## config.mk

```make
export PLATFORM = sky130hd
export DESIGN_NAME = bdi_comp_sched
export DESIGN_NICKNAME = d
export VERILOG_FILES = /design/src/rtl/bdi_pkg.sv /design/src/rtl/bdi_rr_arbiter.sv /design/src/rtl/bdi_comp_sched.sv
export SDC_FILE = /design/constraint.sdc
export NUM_CORES = 1
export LEC_CHECK = 0
export CORE_AREA = 4 4 508 510
export DETAILED_ROUTE_END_ITERATION = 8
export DIE_AREA = 0 0 512 514
export PLACE_DENSITY = 0.33
export REMOVE_ABC_BUFFERS = 1
export SLEW_MARGIN = 10
export SYNTH_ARGS = -nofsm -noshare
export SYNTH_HDL_FRONTEND = slang
export SYNTH_SLANG_ARGS = --single-unit
```

## constraint.sdc

```tcl
create_clock -name clk -period 2.07 [get_ports clk]
set_input_delay 0.3105 -clock clk [delete_from_list [all_inputs] [get_ports clk]]
set_output_delay 0.3105 -clock clk [all_outputs]
set_load 0.05 [all_outputs]
```

## src/rtl/bdi_pkg.sv

```systemverilog
// Shared definitions for the BDI compressor sequencer: line width, operation
// codes, encoding codes and the sequencer state type.
package bdi_pkg;

    localparam int LINE_W = 256;

    localparam logic OP_COMP   = 1'b0;
    localparam logic OP_DECOMP = 1'b1;

    localparam logic [3:0] ENC_UNCOMP = 4'd0;
    localparam logic [3:0] ENC_ZERO   = 4'd1;
    localparam logic [3:0] ENC_REP    = 4'd2;
    localparam logic [3:0] ENC_B8D1   = 4'd3;
    localparam logic [3:0] ENC_B8D2   = 4'd4;
    localparam logic [3:0] ENC_B8D4   = 4'd5;
    localparam logic [3:0] ENC_B4D1   = 4'd6;
    localparam logic [3:0] ENC_B4D2   = 4'd7;
    localparam logic [3:0] ENC_B2D1   = 4'd8;

    typedef enum logic [1:0] {
        ST_IDLE  = 2'd0,
        ST_ISSUE = 2'd1,
        ST_WAIT  = 2'd2,
        ST_RESP  = 2'd3
    } sched_state_e;

endpackage

```

## src/rtl/bdi_rr_arbiter.sv

```systemverilog
// Combinational round-robin arbiter: grants the first requesting index found
// searching upward from ptr, wrapping at NREQ. The pointer lives in the parent.
module bdi_rr_arbiter #(
    parameter int NREQ = 2
) (
    input  logic [NREQ-1:0]         req,
    input  logic [$clog2(NREQ)-1:0] ptr,
    input  logic                    enable,
    output logic [NREQ-1:0]         grant
);

    localparam int PTR_W = $clog2(NREQ);

    logic             found;
    logic [PTR_W-1:0] idx;

    // Rotating priority search starting at ptr.
    always_comb begin
        // NOTE: every variable gets a default before any branch so no latch is inferred.
        grant = '0;
        found = 1'b0;
        idx   = '0;
        for (int i = 0; i < NREQ; i++) begin
            idx = PTR_W'((int'(ptr) + i) % NREQ);
            if (enable && !found && req[idx]) begin
                grant[idx] = 1'b1;
                found      = 1'b1;
            end
        end
    end

endmodule

```

## src/rtl/bdi_comp_sched.sv

```systemverilog
// Sequencer sharing one BDI compressor/decompressor between NREQ requesters:
// round-robin accept, one-cycle start pulse, watchdog-guarded wait, response.
module bdi_comp_sched
    import bdi_pkg::*;
#(
    parameter int NREQ    = 2,
    parameter int LINE_W  = bdi_pkg::LINE_W,
    parameter int TAG_W   = 4,
    parameter int TIMEOUT = 64
) (
    input  logic                    clk,
    input  logic                    rst_n,
    input  logic [NREQ-1:0]         req_valid,
    output logic [NREQ-1:0]         req_ready,
    input  logic [NREQ-1:0]         req_op,
    input  logic [NREQ*TAG_W-1:0]   req_tag,
    input  logic [NREQ*LINE_W-1:0]  req_data,
    output logic                    cu_start,
    output logic                    cu_op,
    output logic [LINE_W-1:0]       cu_din,
    input  logic                    cu_done,
    input  logic [LINE_W-1:0]       cu_dout,
    input  logic [3:0]              cu_enc,
    output logic                    resp_valid,
    input  logic                    resp_ready,
    output logic [$clog2(NREQ)-1:0] resp_id,
    output logic [TAG_W-1:0]        resp_tag,
    output logic [LINE_W-1:0]       resp_data,
    output logic [3:0]              resp_enc,
    output logic                    resp_err
);

    localparam int ID_W  = $clog2(NREQ);
    localparam int CNT_W = $clog2(TIMEOUT);
    localparam logic [CNT_W-1:0] CNT_LAST = CNT_W'(TIMEOUT - 1);

    sched_state_e      state_q, state_d;
    logic [ID_W-1:0]   rr_ptr_q, rr_ptr_d;
    logic [ID_W-1:0]   id_q, id_d;
    logic              op_q, op_d;
    logic [TAG_W-1:0]  tag_q, tag_d;
    logic [LINE_W-1:0] din_q, din_d;
    logic [CNT_W-1:0]  cnt_q, cnt_d;
    logic [LINE_W-1:0] dout_q, dout_d;
    logic [3:0]        enc_q, enc_d;
    logic              err_q, err_d;

    logic [NREQ-1:0]   grant;
    logic [ID_W-1:0]   gidx;
    logic              arb_en;

    // Grants only while idle and out of reset, so req_ready is zero during reset.
    assign arb_en = (state_q == ST_IDLE) && rst_n;

    bdi_rr_arbiter #(.NREQ(NREQ)) u_arb (
        .req    (req_valid),
        .ptr    (rr_ptr_q),
        .enable (arb_en),
        .grant  (grant)
    );

    // One-hot grant to index.
    always_comb begin
        gidx = '0;
        for (int i = 0; i < NREQ; i++) begin
            if (grant[i]) gidx = ID_W'(i);
        end
    end

    // Next-state and capture logic for the IDLE/ISSUE/WAIT/RESP sequence.
    always_comb begin
        state_d  = state_q;
        rr_ptr_d = rr_ptr_q;
        id_d     = id_q;
        op_d     = op_q;
        tag_d    = tag_q;
        din_d    = din_q;
        cnt_d    = cnt_q;
        dout_d   = dout_q;
        enc_d    = enc_q;
        err_d    = err_q;
        unique case (state_q)
            ST_IDLE: begin
                if (|grant) begin
                    id_d     = gidx;
                    op_d     = req_op[gidx];
                    tag_d    = req_tag[gidx*TAG_W +: TAG_W];
                    din_d    = req_data[gidx*LINE_W +: LINE_W];
                    rr_ptr_d = (gidx == ID_W'(NREQ - 1)) ? '0 : gidx + ID_W'(1);
                    state_d  = ST_ISSUE;
                end
            end
            ST_ISSUE: begin
                cnt_d   = '0;
                state_d = ST_WAIT;
            end
            ST_WAIT: begin
                cnt_d = cnt_q + CNT_W'(1);
                // A completion in the final watchdog cycle still counts as success.
                if (cu_done) begin
                    dout_d  = cu_dout;
                    enc_d   = cu_enc;
                    err_d   = 1'b0;
                    state_d = ST_RESP;
                end else if (cnt_q == CNT_LAST) begin
                    dout_d  = '0;
                    enc_d   = 4'd0;
                    err_d   = 1'b1;
                    state_d = ST_RESP;
                end
            end
            ST_RESP: begin
                if (resp_ready) state_d = ST_IDLE;
            end
            default: state_d = ST_IDLE;
        endcase
    end

    // State and datapath registers.
    always_ff @(posedge clk or negedge rst_n) begin
        if (!rst_n) begin
            // NOTE: the wide line registers are reset too, because their reset value is visible on cu_din/resp_data.
            state_q  <= ST_IDLE;
            rr_ptr_q <= '0;
            id_q     <= '0;
            op_q     <= 1'b0;
            tag_q    <= '0;
            din_q    <= '0;
            cnt_q    <= '0;
            dout_q   <= '0;
            enc_q    <= '0;
            err_q    <= 1'b0;
        end else begin
            // NOTE: non-blocking assignments so every flop samples pre-edge values.
            state_q  <= state_d;
            rr_ptr_q <= rr_ptr_d;
            id_q     <= id_d;
            op_q     <= op_d;
            tag_q    <= tag_d;
            din_q    <= din_d;
            cnt_q    <= cnt_d;
            dout_q   <= dout_d;
            enc_q    <= enc_d;
            err_q    <= err_d;
        end
    end

    assign req_ready  = grant;
    assign cu_start   = (state_q == ST_ISSUE);
    assign cu_op      = op_q;
    assign cu_din     = din_q;
    assign resp_valid = (state_q == ST_RESP);
    assign resp_id    = id_q;
    assign resp_tag   = tag_q;
    assign resp_data  = dout_q;
    assign resp_enc   = enc_q;
    assign resp_err   = err_q;

endmodule
```

==> summary.md, run 1 <==
| Metric | Value |
|---|---|
| Violation count after the first detailed-routing iteration | 1482 |
| Global-route wire length before repair | 243 mm |
| Post-synthesis cell type count | 38 |
| Number of top-level design ports | 1315 |
| Relative slew slack | 0.438 |
| Count of warnings emitted by yosys | 0 |
| Core Area | 253000 um^2 |
| Number of antenna violations at the first check in global routing | 85 |
| Worst clock skew | 0.0346 ns |
| Row cnt | 185 |
| CTS H-tree depth | 3 |
| TritonCTS clock tree | yes |
| GRT Overall Usage | 0.134 |
| Post-route DRC | 0 |
| Vertical die dimension | 514 um |
| Area Growth Syn to Fin | 85.8% |
| Power density cells | 1620 nW/um^2 |
| Avg WL per Cell | 27.0 um |
| Register cell area after layout | 13300 um^2 |
| TritonCTS buffer count | 78 |
| Max-cap violations | 0 |
| FF-to-FF setup slack | 0.02 ns |
| Data required time at the worst endpoint | 1.76 ns |
| Multi-input logic area | 9560 um^2 |
| Post-synth ARST share | 1.00 |
| Failing checks | setup timing |
| Via total after detailed routing | 24099 |
| Worst-case setup margin in the final layout | -0.272 ns |
| Final-layout setup total negative slack | -0.536 ns |
| Length of the first detailed-routing pass in iterations | 8 |
| Clock root buffer master | clkbuf_16 |
| Total wirelength of the detailed-routed design | 186 mm |
| Maximum clock insertion buffer count | 3 |
| Most frequently used flop master after synthesis | dfrtp_1 |
| Largest fanout on the critical path | 3 |
| Clock latency on the worst-skew pair | 0.69 ns |
| Top cells by instance count after synthesis | 532 x dfrtp_1, 261 x a221o_1, 261 x nand2b_1 |
| Sequential-to-total area share from yosys stat | 0.558 |
| Hold Slack | 0.139 ns |
| Remaining antenna violation count after routing | 0 |
| Final hold vios | 0 |
| Number of vias per cell | 3.49 |
| Effective utilization at floorplan | 0.0941 |
| Count of endpoints failing setup in the final report | 2 |
| Static power due to leakage | 17.6 nW |
| Number of port buffers | 1314 |
| Count of cells along the worst register-to-register path | 9 |
| Share of the synthesized area in the top cell type | 0.558 |
| Worst setup endpoint | req_ready[1] |
| Most instantiated library cell after synthesis | dfrtp_1 |
| Max-slew violations | 0 |
| Die boundary width | 512 um |
| Global route total overflow | 0 |
| Status | complete, but fails checks |
| Final layout net count | 4255 |
| Tightest Pin Transition | 0.843 ns |
| Setup repair after global routing missed its margin | yes |
| Startpoint of the worst-slack reg-to-reg timing path | state_q[0]$_DFFE_PN0P_ |
| Yosys top cell by area | dfrtp_1 |
| Type of the setup path with the least slack | reg2out |
| Category of the worst setup path capture point | output port |
| Cell area after synthesis | 23800 um^2 |
| Number of global-route vias before repair | 24970 |
| Number of synthesized flops with an enable pin | 0 |
| Fill cell instance count of the final layout | 28216 |
| Flops & latches, synth | 532 |
| Maximum number of pins on one net before global-route repair | 124 |
| Total clock sinks | 532 |
| Gate count after technology mapping | 2095 |
| Synth Area per Inst | 11.4 um^2 |
| Clock-pin slew reported for the worst setup and hold paths after clock tree synthesis | 0.06 ns |
| Worst vdd rail ir drop | 854 uV |
| Half-perimeter wire length of the detailed placement result | 148 mm |
| Maximum achievable frequency | 427 MHz |
| Crit path DAT | 2.03 ns |
| Area enclosed by the die boundary | 263000 um^2 |
| Post-layout minimum cycle time | 2.34 ns |
| Share of layout cells above drive strength 1 | 0.144 |
| Most area-consuming cells after synthesis | dfrtp_1 56%, a221o_1 11%, a22oi_1 8.2% |
| Nature of the critical path startpoint | register |
| Worst hold-check path type | in2async |
| Placer congestion estimate | 0.791 |
| Part of the cycle the worst path needs | 1.13 |
| Launching element of the worst setup path | state_q[0]$_DFFE_PN0P_ |
| Capturing point of the worst reg2reg path | cu_din[168]$_DFFE_PN0P_ |
| Final Util | 0.175 |
state kept, by name (all words and copies together), names as in the netlist:
signal     flops
cu_op          1
resp_err       1
resp_data    256
rr_ptr_q       1
resp_id        1
resp_enc       4
cu_din       256
state_q        2
cnt_q          6
resp_tag       4
worst min-delay path by stage:
stage | start | end | slack, ns | depth (start not counted)
2_1_floorplan | rst_n | cnt_q[0]$_DFFE_PN0P_ | 0.01 | 0
3_3_place_gp | rst_n | rr_ptr_q$_DFFE_PN0P_ | 0.13 | 1
3_5_place_dp | rst_n | rr_ptr_q$_DFFE_PN0P_ | 0.13 | 1
4_1_cts | rst_n | rr_ptr_q$_DFFE_PN0P_ | 0.03 | 2
5_1_grt | rst_n | rr_ptr_q$_DFFE_PN0P_ | 0.09 | 2
6_report | rst_n | rr_ptr_q$_DFFE_PN0P_ | 0.14 | 2
area by class of cell:
type	count	area share
Clock inverter	15	0.00460
Clock buffer	123	0.0534
Tap cell	3366	0.0951
Sequential cell	532	0.300
Inverter	6	0.000875
Antenna cell	13	0.000734
Timing Repair Buffer	1491	0.329
Multi-Input combinational cell	1352	0.216
through the flow:
step	total power (W)	area, um^2	std cells	setup WS [ns]
after floorplan	0.0444	22800	1890	-9.95
after global placement	0.0601	41500	6725	-0.186
after detailed placement	0.0599	41500	6725	-0.163
after CTS	0.0729	43900	6872	-0.446
after global routing	0.0758	44300	6890	-0.429
final	0.0719	44300	6898	-0.272
critical path, stage by stage, from the launching register on:
cell	delay, ns
dfrtp_1	0.38
inv_2	0.08
ha_4	0.14
buf_6	0.11
nand3_4	0.07
a21oi_4	0.14
buf_12	0.14
buf_16	0.12
buf_12	0.13
cells in the final DEF, fill, tap and decap left out, drive strengths merged, types with 4 or more instances in the layout:
| master | synthesis | final |
|---|---|---|
| nand3 | 4 | 4 |
| o21ai | 263 | 263 |
| inv | 6 | 9 |
| a221o | 261 | 261 |
| clkbuf | 117 | 132 |
| nor2 | 4 | 4 |
| buf | 88 | 354 |
| dlygate4sd2 | 0 | 274 |
| clkdlybuf4s15 | 0 | 68 |
| dfrtp | 532 | 532 |
| a22oi | 260 | 260 |
| ha | 6 | 6 |
| diode | 0 | 13 |
| clkinv | 0 | 8 |
| nand2b | 261 | 261 |
| clkdlybuf4s50 | 0 | 785 |
| and2 | 263 | 263 |
power by group:
part | internal (W) | switching [W]
logic | 0.0131 | 0.0264
registers | 0.0148 | 0.00366
clock network | 0.00811 | 0.00572
kinds of logic after synthesis:
| group | count (synthesis) | synth area share |
|---|---|---|
| compound gates | 799 | 0.251 |
| simple gates | 544 | 0.142 |
| flops | 532 | 0.558 |
| buf+inv | 211 | 0.0438 |
| fa+ha+maj | 6 | 0.00315 |
| mux | 2 | 0.000840 |
| xor+xnor | 1 | 0.000367 |
layer usage:
layer,up-vias,share of wire,GRT usage
li1,10596,-,-
met1,11992,0.38,0.149
met2,1202,0.50,0.238
met3,273,0.093,0.0535
met4,36,0.027,0.0349
met5,-,0.0013,0
repair_timing:
item | 4_1_cts | 5_1_grt
setup buffers | 8 | 4
pin swaps | 4 | 2
hold buffers | 1 | 0
gates cloned | 0 | 12
gates resized for setup | 447 | 13
setup endpoints to repair | 344 | 300
hold endpoints to repair | 72 | 0
(Power assumes the default switching activity.)
==> run 2, diff against run 1 <==
--- a/config.mk
+++ b/config.mk
@@ -5,11 +5,12 @@
 export SDC_FILE = /design/constraint.sdc
 export NUM_CORES = 1
 export LEC_CHECK = 0
-export CORE_AREA = 4 4 508 510
+export CORE_AREA = 4 4 506 508
 export DETAILED_ROUTE_END_ITERATION = 8
-export DIE_AREA = 0 0 512 514
+export DIE_AREA = 0 0 510 512
 export PLACE_DENSITY = 0.33
 export REMOVE_ABC_BUFFERS = 1
+export SKIP_CTS_REPAIR_TIMING = 1
 export SLEW_MARGIN = 10
 export SYNTH_ARGS = -nofsm -noshare
 export SYNTH_HDL_FRONTEND = slang
==> run 2 against run 1 <==
  * The run still ends with setup timing left
  * Hold slack got worse by 0.0014 ns
  * Non-clock buffer count down 41
  * Via count decreased by 0.51%
  * Count of clock-buffer cells in the layout decreased by 8
  * First-iteration DRC count down 5.7%
  * Register-to-register slack improved by 0.03 ns
  * Critical path type unchanged
==> summary.md, run 2 (synthesis gave the netlist of run 1 again) <==
| Metric | Value |
|---|---|
| Die boundary width | 510 um (-0.39%) |
| CTS H-tree depth | 3 (unchanged) |
| Final hold vios | 0 (unchanged) |
| Worst-case setup margin in the final layout | -0.230 ns (+0.0429 ns) |
| Failing checks | setup timing |
| Remaining antenna violation count after routing | 0 (unchanged) |
| Violation count after the first detailed-routing iteration | 1398 (-5.7%) |
| Fill cell instance count of the final layout | 27695 (-1.8%) |
| Status | complete, but fails checks |
| Max-slew violations | 0 (unchanged) |
| TritonCTS clock tree | yes |
| Half-perimeter wire length of the detailed placement result | 150 mm (+1.1%) |
| Clock root buffer master | clkbuf_16 |
| Area Growth Syn to Fin | 88.9% |
| Most common cell after layout, fill and taps aside | clkdlybuf4s50_1 |
| Total wirelength of the detailed-routed design | 189 mm (+1.3%) |
| Number of cells in the finished layout apart from fillers | 6838 (-0.87%) |
| Type of the setup path with the least slack | reg2out |
| Avg WL per Cell | 27.6 um (+2.2%) |
| Global-route wire length before repair | 243 mm (-0.32%) |
| Global route total overflow | 0 (unchanged) |
| Number of port buffers | 1314 (unchanged) |
| Worst vdd rail ir drop | 846 uV (-0.97%) |
| Category of the worst setup path capture point | output port |
| Maximum achievable frequency | 435 MHz (+1.9%) |
| Clock latency on the worst-skew pair | 0.70 ns (about the same) |
| GRT Overall Usage | 0.136 (+0.00154) |
| Core Area | 251000 um^2 (-0.90%) |
| Effective utilization at floorplan | 0.0949 (+0.000858) |
| Tightest Pin Transition | 0.943 ns (+0.0993 ns) |
| Worst clock skew | 0.0270 ns (-0.00762 ns) |
| Post-layout minimum cycle time | 2.30 ns (-0.0429 ns) |
| Number of top-level design ports | 1315 (unchanged) |
| Maximum clock insertion buffer count | 3 (unchanged) |
| Via total after detailed routing | 23975 (-0.51%) |
| Total clock sinks | 532 (unchanged) |
| Count of endpoints failing setup in the final report | 2 (unchanged) |
| Length of the first detailed-routing pass in iterations | 5 (-3) |
| Area enclosed by the die boundary | 261000 um^2 (-0.78%) |
| Row cnt | 184 (-0.54%) |
| Max-cap violations | 0 (unchanged) |
| TritonCTS buffer count | 78 (unchanged) |
| Power density cells | 1620 nW/um^2 (-0.37%) |
| Vertical die dimension | 512 um (-0.39%) |
| Share of layout cells above drive strength 1 | 0.129 (-0.0152) |
| Number of vias per cell | 3.51 (+0.36%) |
| Clock-pin slew reported for the worst setup and hold paths after clock tree synthesis | 0.05 ns (about the same) |
| Static power due to leakage | 20.0 nW (+14%) |
| Largest fanout on the critical path | 8 (+5) |
| Crit path DAT | 1.99 ns (-0.04 ns) |
| Commonest non-fill, non-tap cells in the layout | 785 x clkdlybuf4s50_1, 532 x dfrtp_1, 347 x dlymetal6s2s_1, 261 x a221o_1, 261 x nand2b_1 |
| Nature of the critical path startpoint | register |
| Part of the cycle the worst path needs | 1.11 (-0.0207) |
| Number of global-route vias before repair | 24811 (-0.64%) |
| Placer congestion estimate | 0.814 (+2.9%) |
| Placed instance count | 6673 (-0.77%) |
| Post-route DRC | 0 (unchanged) |
| Relative slew slack | 0.371 (-0.0662) |
| Setup repair after global routing missed its margin | yes |
| Power after layout | 0.0728 W (+1.3%) |
| Final layout net count | 4214 (-0.96%) |
| Data required time at the worst endpoint | 1.76 ns (about the same) |
| Worst hold-check path type | in2reg |
| Maximum number of pins on one net before global-route repair | 125 (+0.81%) |
| Number of antenna violations at the first check in global routing | 106 (+25%) |
-- run 2: changes by cell type in the layout (fill, tap and decap cells not counted), sizes merged --
| cell | delta |
|---|---|
| clkdlybuf4s15 | -68 |
| dlygate4sd2 | -274 |
| clkbuf | -12 |
| clkinv | +5 |
| clkinvlp | -1 |
| inv | +1 |
| diode | +1 |
| buf | -42 |
| dlymetal6s2s | +347 |
| bufinv | +1 |
-- run 2: path summary, 6_finish.rpt --
check                                       start                         end  slack, ns  depth (start not counted)
setup reg to reg           state_q[1]$_DFFE_PN0P_      cu_din[72]$_DFFE_PN0P_       0.05                          8
hold / removal                            cu_done  resp_data[203]$_DFFE_PN0P_       0.14                          3
setup / recovery           state_q[1]$_DFFE_PN0P_                req_ready[0]      -0.23                          6
min in group asynchronous                   rst_n      cu_din[71]$_DFFE_PN0P_       0.55                          3
max in group asynchronous                   rst_n   resp_data[94]$_DFFE_PN0P_       0.28                          4
hold reg to reg               resp_id$_DFFE_PN0P_         resp_id$_DFFE_PN0P_       0.48                          1
-- run 2: report_power, final --
group | switching, W | internal, W | leakage, nW
combinational | 0.0261 | 0.0143 | 12.7
clock | 0.00575 | 0.00812 | 1.27
sequential | 0.00366 | 0.0148 | 6.08
-- run 2: stage by stage --
step	instance area [um^2]	utilization	TNS (ns)	worst slack, ns	hold WS (ns)
global placement	41300	0.164	-21.48	-0.173	0.367
CTS	43900	0.175	-92.13	-0.585	-0.498
floorplan	22800	-	-3569.54	-9.95	0.0149
finish	45000	0.179	-0.454	-0.230	0.138
global route	45000	0.179	-0.780	-0.375	0.0855
detailed placement	41300	0.164	-20.95	-0.183	0.358
-- run 2: per-layer routing --
metal / track usage / vias up / part of all wire
li1: - / 10512 / -
met1: 0.145 / 11953 / 0.37
met2: 0.244 / 1137 / 0.51
met3: 0.0593 / 317 / 0.10
met4: 0.0318 / 56 / 0.024
met5: 0 / - / 0.0020
-- run 2: layout make-up --
| class | instances | area, um^2 | area share |
|---|---|---|---|
| Timing Repair Buffer | 1450 | 15400 | 0.341 |
| Sequential cell | 532 | 13300 | 0.296 |
| Multi-Input combinational cell | 1352 | 9550 | 0.212 |
| Tap cell | 3348 | 4190 | 0.0930 |
| Clock buffer | 115 | 2310 | 0.0514 |
| Clock inverter | 21 | 249 | 0.00553 |
| Antenna cell | 14 | 35.0 | 0.000778 |
| Inverter | 6 | 30.0 | 0.000667 |
-- run 2: worst max-delay path: stages (launching register included) --
cell and delay [ns]:
dfrtp_1 0.38, inv_2 0.08, ha_4 0.17, nand3_2 0.10
a21oi_4 0.17, buf_12 0.18, buf_12 0.16
